--- config.mk ---
export PLATFORM = sky130hd
export DESIGN_NAME = i_mem_fill_ctrl
export DESIGN_NICKNAME = d
export VERILOG_FILES = /design/src/rtl/ifu_pkg.sv /design/src/rtl/i_mem_fill_pend_q.sv /design/src/rtl/i_mem_fill_ctrl.sv
export SDC_FILE = /design/constraint.sdc
export NUM_CORES = 1
export LEC_CHECK = 0
export BUFFER_PORTS_ARGS = -buffer_cell sky130_fd_sc_hd__buf_2
export CAP_MARGIN = 20
export CORE_MARGIN = 10
export CORE_UTILIZATION = 43
export CTS_CLUSTER_DIAMETER = 30
export DETAILED_ROUTE_END_ITERATION = 10
export PLACE_DENSITY = 0.63
export SETUP_SLACK_MARGIN = 0.2
export SLEW_MARGIN = 0
export SYNTH_ARGS = -nofsm -noshare
export SYNTH_HDL_FRONTEND = slang
export SYNTH_SLANG_ARGS = --single-unit
--- constraint.sdc ---
create_clock -name clk -period 5.1 [get_ports clk]
set_input_delay 0.255 -clock clk [delete_from_list [all_inputs] [get_ports clk]]
set_output_delay 0.255 -clock clk [all_outputs]
set_load 0.03 [all_outputs]
--- src/rtl/ifu_pkg.sv ---
// Shared instruction-fetch types: cache<->memory fill request/response and fill FSM states.
package ifu_pkg;

    localparam int unsigned I_LINE_WORDS = 4;

    typedef struct packed {
        logic        valid;
        logic [31:0] address;
    } t_cache2i_mem_req;

    typedef struct packed {
        logic         valid;
        logic [31:0]  address;
        logic [127:0] filled_instruction;
    } t_i_mem2cache_rsp;

    typedef enum logic [1:0] {
        IDLE  = 2'd0,
        ISSUE = 2'd1,
        DRAIN = 2'd2,
        RESP  = 2'd3
    } t_fill_state;

endpackage

--- src/rtl/i_mem_fill_pend_q.sv ---
// One-entry pending request buffer; push and pop in the same cycle replace the entry.
module i_mem_fill_pend_q (
    input  logic        clk,
    input  logic        rst_n,
    input  logic        push,
    input  logic        pop,
    input  logic [31:0] push_line,
    output logic        full,
    output logic [31:0] head
);

    logic        full_q, full_d;
    logic [31:0] head_q, head_d;

    always_comb begin
        full_d = push | (full_q & ~pop);
        head_d = push ? push_line : head_q;
    end

    always_ff @(posedge clk or negedge rst_n) begin
        if (!rst_n) begin
            full_q <= 1'b0;
            head_q <= '0;
        end else begin
            full_q <= full_d;
            head_q <= head_d;
        end
    end

    assign full = full_q;
    assign head = head_q;

endmodule

--- src/rtl/i_mem_fill_ctrl.sv ---
// Instruction-cache line fill controller: four SRAM word reads per line, one response per fill.
// Define I_MEM_FILL_CWF_EN for critical-word-first issue order and the crit_word outputs.
module i_mem_fill_ctrl
    import ifu_pkg::*;
#(
    parameter int unsigned MEM_RD_LATENCY = 1
) (
    input  logic             clk,
    input  logic             rst_n,
    input  t_cache2i_mem_req cache2i_mem_req,
    output logic             mem_rd_en,
    output logic [31:0]      mem_rd_addr,
    input  logic [31:0]      mem_rd_data,
    output t_i_mem2cache_rsp i_mem2cache_rsp,
    output logic             fill_busy
`ifdef I_MEM_FILL_CWF_EN
    ,
    output logic             crit_word_valid,
    output logic [31:0]      crit_word
`endif
);

    localparam logic [1:0] LAST_WORD = 2'(I_LINE_WORDS - 1);

    t_fill_state      state_q, state_d;
    logic [1:0]       issue_cnt_q, issue_cnt_d;
    logic [1:0]       ret_cnt_q, ret_cnt_d;
    logic [31:0]      infl_addr_q, infl_addr_d;
    logic [127:0]     line_buf_q, line_buf_d;
    t_i_mem2cache_rsp rsp_q, rsp_d;
    logic             prev_rsp_q, prev_rsp_d;

    logic [MEM_RD_LATENCY-1:0] rd_pipe_q, rd_pipe_d;
    logic [MEM_RD_LATENCY:0]   rd_pipe_ext;
    logic                      beat_vld;

    logic [1:0]  word_ofs, issue_word, ret_word;
    logic        pend_push, pend_pop, pend_full;
    logic [31:0] pend_head;
    logic        hit_infl, hit_pend, hit_prev, req_ok;

`ifdef I_MEM_FILL_CWF_EN
    assign word_ofs = infl_addr_q[3:2];
`else
    assign word_ofs = 2'd0;
`endif

    assign issue_word = issue_cnt_q + word_ofs;
    assign ret_word   = ret_cnt_q + word_ofs;

    // Read strobe delayed by the SRAM latency marks which cycles carry a returning beat.
    assign rd_pipe_ext = {rd_pipe_q, mem_rd_en};
    assign rd_pipe_d   = rd_pipe_ext[MEM_RD_LATENCY-1:0];
    assign beat_vld    = rd_pipe_ext[MEM_RD_LATENCY];

    always_comb begin
        mem_rd_en   = (state_q == ISSUE);
        mem_rd_addr = '0;
        if (mem_rd_en) begin
            mem_rd_addr = {infl_addr_q[31:4], issue_word, 2'b00};
        end
    end

    // In RESP the pending head becomes the in-flight line, so hit_pend still filters duplicates.
    always_comb begin
        hit_infl = (state_q != IDLE) && (cache2i_mem_req.address[31:4] == infl_addr_q[31:4]);
        hit_pend = pend_full && (cache2i_mem_req.address[31:4] == pend_head[31:4]);
        hit_prev = prev_rsp_q && (cache2i_mem_req.address[31:4] == rsp_q.address[31:4]);
        req_ok   = cache2i_mem_req.valid && !hit_infl && !hit_pend && !hit_prev;
    end

    always_comb begin
        state_d     = state_q;
        issue_cnt_d = issue_cnt_q;
        ret_cnt_d   = ret_cnt_q;
        infl_addr_d = infl_addr_q;
        line_buf_d  = line_buf_q;
        rsp_d       = rsp_q;
        rsp_d.valid = 1'b0;
        prev_rsp_d  = rsp_q.valid;
        pend_push   = 1'b0;
        pend_pop    = 1'b0;

        if (beat_vld) begin
            line_buf_d[{ret_word, 5'd0} +: 32] = mem_rd_data;
            ret_cnt_d = ret_cnt_q + 2'd1;
        end

        case (state_q)
            IDLE: begin
                if (req_ok) begin
                    state_d     = ISSUE;
                    infl_addr_d = cache2i_mem_req.address;
                    issue_cnt_d = '0;
                    ret_cnt_d   = '0;
                end
            end
            ISSUE: begin
                issue_cnt_d = issue_cnt_q + 2'd1;
                pend_push   = req_ok && !pend_full;
                if (issue_cnt_q == LAST_WORD) begin
                    state_d = DRAIN;
                end
            end
            DRAIN: begin
                pend_push = req_ok && !pend_full;
                if (beat_vld && (ret_cnt_q == LAST_WORD)) begin
                    state_d                  = RESP;
                    rsp_d.valid              = 1'b1;
                    rsp_d.address            = infl_addr_q;
                    rsp_d.filled_instruction = line_buf_d;
                end
            end
            RESP: begin
                // Buffer is treated as drained this cycle: a new request may refill it or start directly.
                if (pend_full) begin
                    pend_pop    = 1'b1;
                    pend_push   = req_ok;
                    infl_addr_d = pend_head;
                    state_d     = ISSUE;
                end else if (req_ok) begin
                    infl_addr_d = cache2i_mem_req.address;
                    state_d     = ISSUE;
                end else begin
                    state_d = IDLE;
                end
            end
            default: state_d = IDLE;
        endcase
    end

    always_ff @(posedge clk or negedge rst_n) begin
        if (!rst_n) begin
            state_q     <= IDLE;
            issue_cnt_q <= '0;
            ret_cnt_q   <= '0;
            infl_addr_q <= '0;
            line_buf_q  <= '0;
            rsp_q       <= '0;
            prev_rsp_q  <= 1'b0;
            rd_pipe_q   <= '0;
        end else begin
            state_q     <= state_d;
            issue_cnt_q <= issue_cnt_d;
            ret_cnt_q   <= ret_cnt_d;
            infl_addr_q <= infl_addr_d;
            line_buf_q  <= line_buf_d;
            rsp_q       <= rsp_d;
            prev_rsp_q  <= prev_rsp_d;
            rd_pipe_q   <= rd_pipe_d;
        end
    end

    i_mem_fill_pend_q u_pend_q (
        .clk       (clk),
        .rst_n     (rst_n),
        .push      (pend_push),
        .pop       (pend_pop),
        .push_line (cache2i_mem_req.address),
        .full      (pend_full),
        .head      (pend_head)
    );

    assign i_mem2cache_rsp = rsp_q;
    assign fill_busy       = (state_q != IDLE) | pend_full;

`ifdef I_MEM_FILL_CWF_EN
    logic        crit_vld_q, crit_vld_d;
    logic [31:0] crit_word_q, crit_word_d;

    always_comb begin
        crit_vld_d  = beat_vld && (ret_cnt_q == 2'd0);
        crit_word_d = crit_vld_d ? mem_rd_data : crit_word_q;
    end

    always_ff @(posedge clk or negedge rst_n) begin
        if (!rst_n) begin
            crit_vld_q  <= 1'b0;
            crit_word_q <= '0;
        end else begin
            crit_vld_q  <= crit_vld_d;
            crit_word_q <= crit_word_d;
        end
    end

    assign crit_word_valid = crit_vld_q;
    assign crit_word       = crit_word_q;
`endif

endmodule
Word-level counts from Yosys, hierarchy flattened:

Index checks and enable logic that the tools add are counted.

* bits of input ports: 67
* output and inout port bits: 195
* register bits after elaboration: 362
* logic and storage cells: 75

* reductions and logical operators: 20
* add/sub/neg operators: 3
* eq/ne operators: 11
* bitwise gates (word level): 4
* shift operators: 2
* mux-type cells: 23

Operators with widths (count)
* 161-bit 2-to-1 mux: 2
* 128-bit bitwise mux: 1
* 128-bit 2-to-1 mux: 1
* 32-bit by 9-bit variable shift with 128-bit output, first input constant: 1
* 32-bit by 9-bit variable part select with 128-bit output: 1
* 32-bit 2-to-1 mux: 3
* 28-bit == test: 3
* 32-bit case mux with 2 select lines: 1
* 2-bit 2-to-1 mux: 7
* 7-bit negation with 9-bit output: 1
* 2-bit == test, second input constant: 4
* 1-bit logical AND: 8
* 2-bit case mux with 4 select lines: 1
* 2-bit nonzero test: 3
* 1-bit 2-to-1 mux: 5
* 2-bit by 1-bit adder with 2-bit output, second input constant: 2
* 1-bit zero test: 4
* 2-bit != test, second input constant: 2
* 2-bit case mux with 2 select lines: 1
* 2-bit AND reduction: 2
* 3-bit AND reduction: 1
* 2-bit by 1-bit == test with 1-bit output, second input constant: 1
* 2-bit zero test: 1
* 2-bit by 1-bit != test with 1-bit output, second input constant: 1
* 5 further kinds: 6

Logic depth before layout (Yosys ltp):

* depth in word-level cells: 9
* gate-level depth with buffers: 9

Cells and area by module:

A second synthesis with hierarchy kept.

* cell total of the unflattened synthesis: 1317
* area total of the unflattened synthesis: 14141.1 sq um

By module, submodules not included
* i_mem_fill_ctrl: cells an instance 1246, area an instance 12763.5 sq um, times used 1
* i_mem_fill_pend_q: cells an instance 71, area an instance 1377.6 sq um, times used 1

Worst setup path before layout:

OpenSTA, ideal clock, no wires.

* kind: reg2reg
* start: reg rsp_q (netlist bit i_mem2cache_rsp[157])
* end: reg u_pend_q.head_q[10] (netlist: u_pend_q.head[10])
* library setup time: 0.125 ns
* setup slack: 2.795 ns
* data required time: 4.975 ns
* cell stages (with the launch flop): 9
* arrival time: 2.180 ns
* path through: dfrtp_1 -> xnor2_1 -> nand4_1 -> or4_1 -> o22ai_1 -> nor2_1 -> nand2_2 -> buf_6 -> mux2_2

* longest elaborated chain between the ends: 6
* elaborated cells on any way between the ends: 7
* those cells by class: eq/ne (1); mux (2); reduce/logical (4)

Ends and longest elaborated chain
* from (decl): RTL line i_mem_fill_ctrl.sv:30 `t_i_mem2cache_rsp rsp_q, rsp_d;`
* from (signal assigned): RTL line i_mem_fill_ctrl.sv:148 `rsp_q <= rsp_d;`
* 28-bit == test (*): RTL line i_mem_fill_ctrl.sv:68 `hit_prev = prev_rsp_q && (cache2i_mem_req.address[31:4] == rsp_q.address[31:4]);`
* 1-bit logical AND (*): RTL line i_mem_fill_ctrl.sv:68
* 1-bit zero test (*): RTL line i_mem_fill_ctrl.sv:69 `req_ok = cache2i_mem_req.valid && !hit_infl && !hit_pend && !hit_prev;`
* 1-bit logical AND (*): RTL line i_mem_fill_ctrl.sv:69
* 1-bit 2-to-1 mux / 1-bit logical AND (equally long branches): RTL line i_mem_fill_ctrl.sv:116, i_mem_fill_ctrl.sv:100, i_mem_fill_ctrl.sv:106
* 1-bit case mux with 2 select lines (*): RTL line i_mem_fill_ctrl.sv:89 `case (state_q)`
* to (signal assigned): RTL line i_mem_fill_pend_q.sv:23 `head_q <= '0;`
* to (signal assigned): RTL line i_mem_fill_pend_q.sv:26 `head_q <= head_d;`
* to (decl): RTL line i_mem_fill_pend_q.sv:13 `logic [31:0] head_q, head_d;`

Every way passes the cells marked *; elsewhere a longest branch is shown, timed or not.
A chain may end at the register's enable or synchronous reset.

Worst setup path in the final report:

* start: in cache2i_mem_req[10] (netlist name)
* end: reg u_pend_q.head_q[5] (netlist: u_pend_q.head[5])

* longest elaborated chain between the ends: 8
* elaborated cells on any way between the ends: 15
* those cells by class: eq/ne (3); mux (2); reduce/logical (10)

Ends and longest elaborated chain
* from (decl): RTL line i_mem_fill_ctrl.sv:10 `input t_cache2i_mem_req cache2i_mem_req,`
* 28-bit == test: RTL line i_mem_fill_ctrl.sv:66 `hit_infl = (state_q != IDLE) && (cache2i_mem_req.address[31:4] == infl_addr_q[31:4]);`
* 1-bit logical AND: RTL line i_mem_fill_ctrl.sv:66
* 1-bit zero test: RTL line i_mem_fill_ctrl.sv:69
* 1-bit logical AND (2 in series): RTL line i_mem_fill_ctrl.sv:69
* 1-bit logical AND (*): RTL line i_mem_fill_ctrl.sv:69
* 1-bit 2-to-1 mux / 1-bit logical AND (equally long branches): RTL line i_mem_fill_ctrl.sv:116, i_mem_fill_ctrl.sv:100, i_mem_fill_ctrl.sv:106
* 1-bit case mux with 2 select lines (*): RTL line i_mem_fill_ctrl.sv:89

Marks and branches as above.

==> impl_metrics.tcl <==
set metrics [dict create \
    clkPwrFrac 0.654 \
    power.density_nw_per_um2 431 \
    syn_area_per_cell_sq_um 10.7 \
    crit_type "in -> reg" \
    clk_latency_ns 0.60 \
    start_util 0.435 \
    min_to "u_pend_q.head[21]" \
    cts_max_level 3 \
    synth_cells 1285 \
    arrival_ns 3.56 \
    max_cap_violations 0 \
    hpwl_um 25600 \
    hold_violations 0 \
    leakage_nw 9.26 \
    antenna_found_initial 0 \
    via_per_inst 5.20 \
    vias 10859 \
    finalSetupViolations 0 \
    min_from "cache2i_mem_req[21]" \
    drv_slew 0 \
    drtAntennaViolNets 0 \
    hold_depth 2 \
    core_area_sq_um 31600 \
    root_buffer "clkbuf_16" \
    clockBufferDepth 3 \
    start_kind "input pin" \
    worstSetupEndpointType "flip-flop" \
    slew_headroom 0.288 \
    internal_power_w 0.00643 \
    num-nets-final 1701 \
    grt_usage 0.209 \
    swShare 0.212 \
    finalCritPeriodShare 0.607 \
    dr.first_iter.drc_count 830 \
    syn_to_final_growth_pct 37.5 \
    path_delay_family "simple AND/OR/NAND/NOR gates" \
    seqPwrFrac 0.322 \
    wl_met1_um 17400 \
    dpl_cell_area_sq_um 15400 \
    overflow 0 \
    fmax_ghz 0.323 \
    grt_max_degree 129 \
    routed_wl_um 41200 \
    status "finished, final reports clean" \
    highest_layer "met4" \
    min_period_ns 3.09 \
    crit_slowest_cell "nand2_2" \
    cts_buffers 78 \
    reg2reg_setup_slack_ns 2.01 \
    yosysSeqAreaShare 0.601 \
    die_h_um 199 \
    wl_per_cell_um 19.7 \
    rows 65 \
    cts_tree "built" \
    r2r_start "u_pend_q.head[10]" \
    critical_path_required_ns 5.56 \
    syn_area_sq_um 13700 \
    clk_pin_slew_ns 0.04 \
    met3_length_um 3200 \
    r2r_cells 7 \
    cts_sinks 330 \
    grt_pass1_vias 11397 \
    grt_pass1_wl_um 64800 \
    drc 0 \
    worstMarginPinSlew_ns 1.07 \
    cpPeakStageDelay_ns 0.68 \
    vdd_ir_drop_max_v 0.000332 \
    yosysWarnings 0 \
    clock_skew_ns 0.0275 \
    fin_setup_tns_ns 0 \
    port_buffers 259 \
    dieArea_sq_um 39500 \
    power_switching_w 0.00172 \
    path_cells "dlygate4sd3_1 -> buf_2 -> xor2_1 -> nor4_1 -> nand4_1 -> o41ai_2 -> nor2_1 -> nand2_2 -> mux2_2" \
    cp.buffers_inverters 2 \
    wl_met2_um 19700 \
    pwr-share-comb 0.024 \
    first_pass_iters 5 \
    final_area_sq_um 18900 \
    critPathMaxFanout 33 \
    gp_congestion 0.859 \
    ys_seq_elements 330 \
    die_x_um 199 \
    final_layout_size_suffix_gt1_frac 0.287 \
    antenna_cells 0 \
    rsz0062_at_grt "no" \
    ios 262 \
    holdCritPathClass "in -> reg" \
    r2r_end "u_pend_q.head[5]" \
    yosysUniqueCellTypes 41 \
]
[cells by family (layout without fill, tap and decap cells)]
kind of cell               count (synthesis)  after routing  synth area share
AOI/OAI and AO/OA                        143            143            0.0956
and+or+nand+nor                          594            594             0.184
other                                      1              2          0.000273
DFF                                      330            330             0.601
adders and majority gates                 11             11            0.0100
buffers and inverters                     88            489            0.0277
muxes                                     34             34            0.0277
xor gates and xnor gates                  84             84            0.0535
[cell usage in the layout, fill, tap and decap left out, types with 32 or more instances in the layout]
cell type,instances
nand3_1,32
xor2_1,64
dfrtp_1,330
or3_1,33
nand2_1,458
o221a_2,32
buf_2,258
mux2_2,32
a22o_1,96
clkbuf_16,79
dlygate4sd3_1,60
[worst max-delay path by stage]
stage	depth (start not counted)	slack, ns	to	from
2_1_floorplan	8	2.80	u_pend_q.head[10]	i_mem2cache_rsp[157]
3_3_place_gp	8	2.03	u_pend_q.head[11]	cache2i_mem_req[10]
3_5_place_dp	8	2.05	u_pend_q.head[13]	cache2i_mem_req[10]
4_1_cts	7	2.02	u_pend_q.head[28]	u_pend_q.head[5]
5_1_grt	7	1.79	i_mem2cache_rsp[98]	state_q[0]
6_report	9	2.01	u_pend_q.head[5]	cache2i_mem_req[10]
[metal layers]
metal	global-route usage	up-vias
met2	0.333	412
met4	0.0783	0
met5	0	-
met1	0.266	5338
met3	0.0608	66
li1	-	5043
[cell usage after synthesis (all sizes together)]
cell / number / area share
nand2: 459 / 0.13
dfrtp: 330 / 0.60
a22o: 96 / 0.061
clkbuf: 64 / 0.017
xor2: 64 / 0.041
nand3: 34 / 0.012
or3: 33 / 0.015
mux2: 32 / 0.026
o221a: 32 / 0.026
and2: 31 / 0.014
xnor2: 20 / 0.013
buf: 15 / 0.0077
nor4: 15 / 0.0073
ha: 11 / 0.010
inv: 9 / 0.0025
nand4: 9 / 0.0041
a21oi: 4 / 0.0015
nor2: 4 / 0.0011
o21ai: 4 / 0.0017
nor4b: 3 / 0.0019
mux2i: 2 / 0.0015
nor3: 2 / 0.00073
a31o: 1 / 0.00064
a32o: 1 / 0.00073
conb: 1 / 0.00027
nand2b: 1 / 0.00046
nor2b: 1 / 0.00046
o211a: 1 / 0.00073
o21a: 1 / 0.00055
o22ai: 1 / 0.00046
o32a: 1 / 0.00073
o41ai: 1 / 0.0012
or2: 1 / 0.00046
or4: 1 / 0.00055
[final cells by class]
| class | instances | area (sq um) |
|---|---|---|
| clock buffer | 103 | 2180 |
| clock inverter | 41 | 688 |
| fill | 2606 | 12700 |
| inverter | 9 | 36.3 |
| multi-input combinational | 868 | 5160 |
| sequential | 330 | 8260 |
| tap | 402 | 503 |
| timing repair buffer | 336 | 2080 |
[per-stage QoR]
step | instances | hold WS, ns | power [W] | util | setup WS [ns]
after global placement | 1884 | 0.277 | 0.00283 | 0.488 | 2.03
after CTS | 2088 | 0.00218 | 0.00824 | 0.598 | 2.02
after floorplan | 1286 | -0.0406 | 0.00270 | - | 2.80
after global routing | 2089 | 0.0242 | 0.00840 | 0.599 | 1.79
final | 2089 | 0.0376 | 0.00815 | 0.599 | 2.01
after detailed placement | 1884 | 0.274 | 0.00283 | 0.488 | 2.05
[sequential cells by signal (all words and copies together) (netlist names)]
register and cells:
beat_vld 1, ret_cnt_q 2, infl_addr_q 32, state_q 2
i_mem2cache_rsp 160, u_pend_q.full 1, u_pend_q.head 32, prev_rsp_d 1
issue_cnt_q 2, line_buf_q 96, prev_rsp_q 1
[power by group through the flow]
stage | clock network (W) | registers [W] | logic (W)
floorplan | 0 | 0.00267 | 0.0000309
finish | 0.00533 | 0.00263 | 0.000194
CTS | 0.00541 | 0.00263 | 0.000198
global route | 0.00556 | 0.00262 | 0.000215
detailed placement | 0 | 0.00267 | 0.000159
global placement | 0 | 0.00267 | 0.000160
[what timing repair did]
action / CTS / global route
setup endpoints to repair: 0 / 0
hold buffers: 60 / 0
buffers inserted: 0 / 0
resized for setup: 0 / 0
hold endpoints to repair: 215 / 0
(Power assumes the default switching activity.)
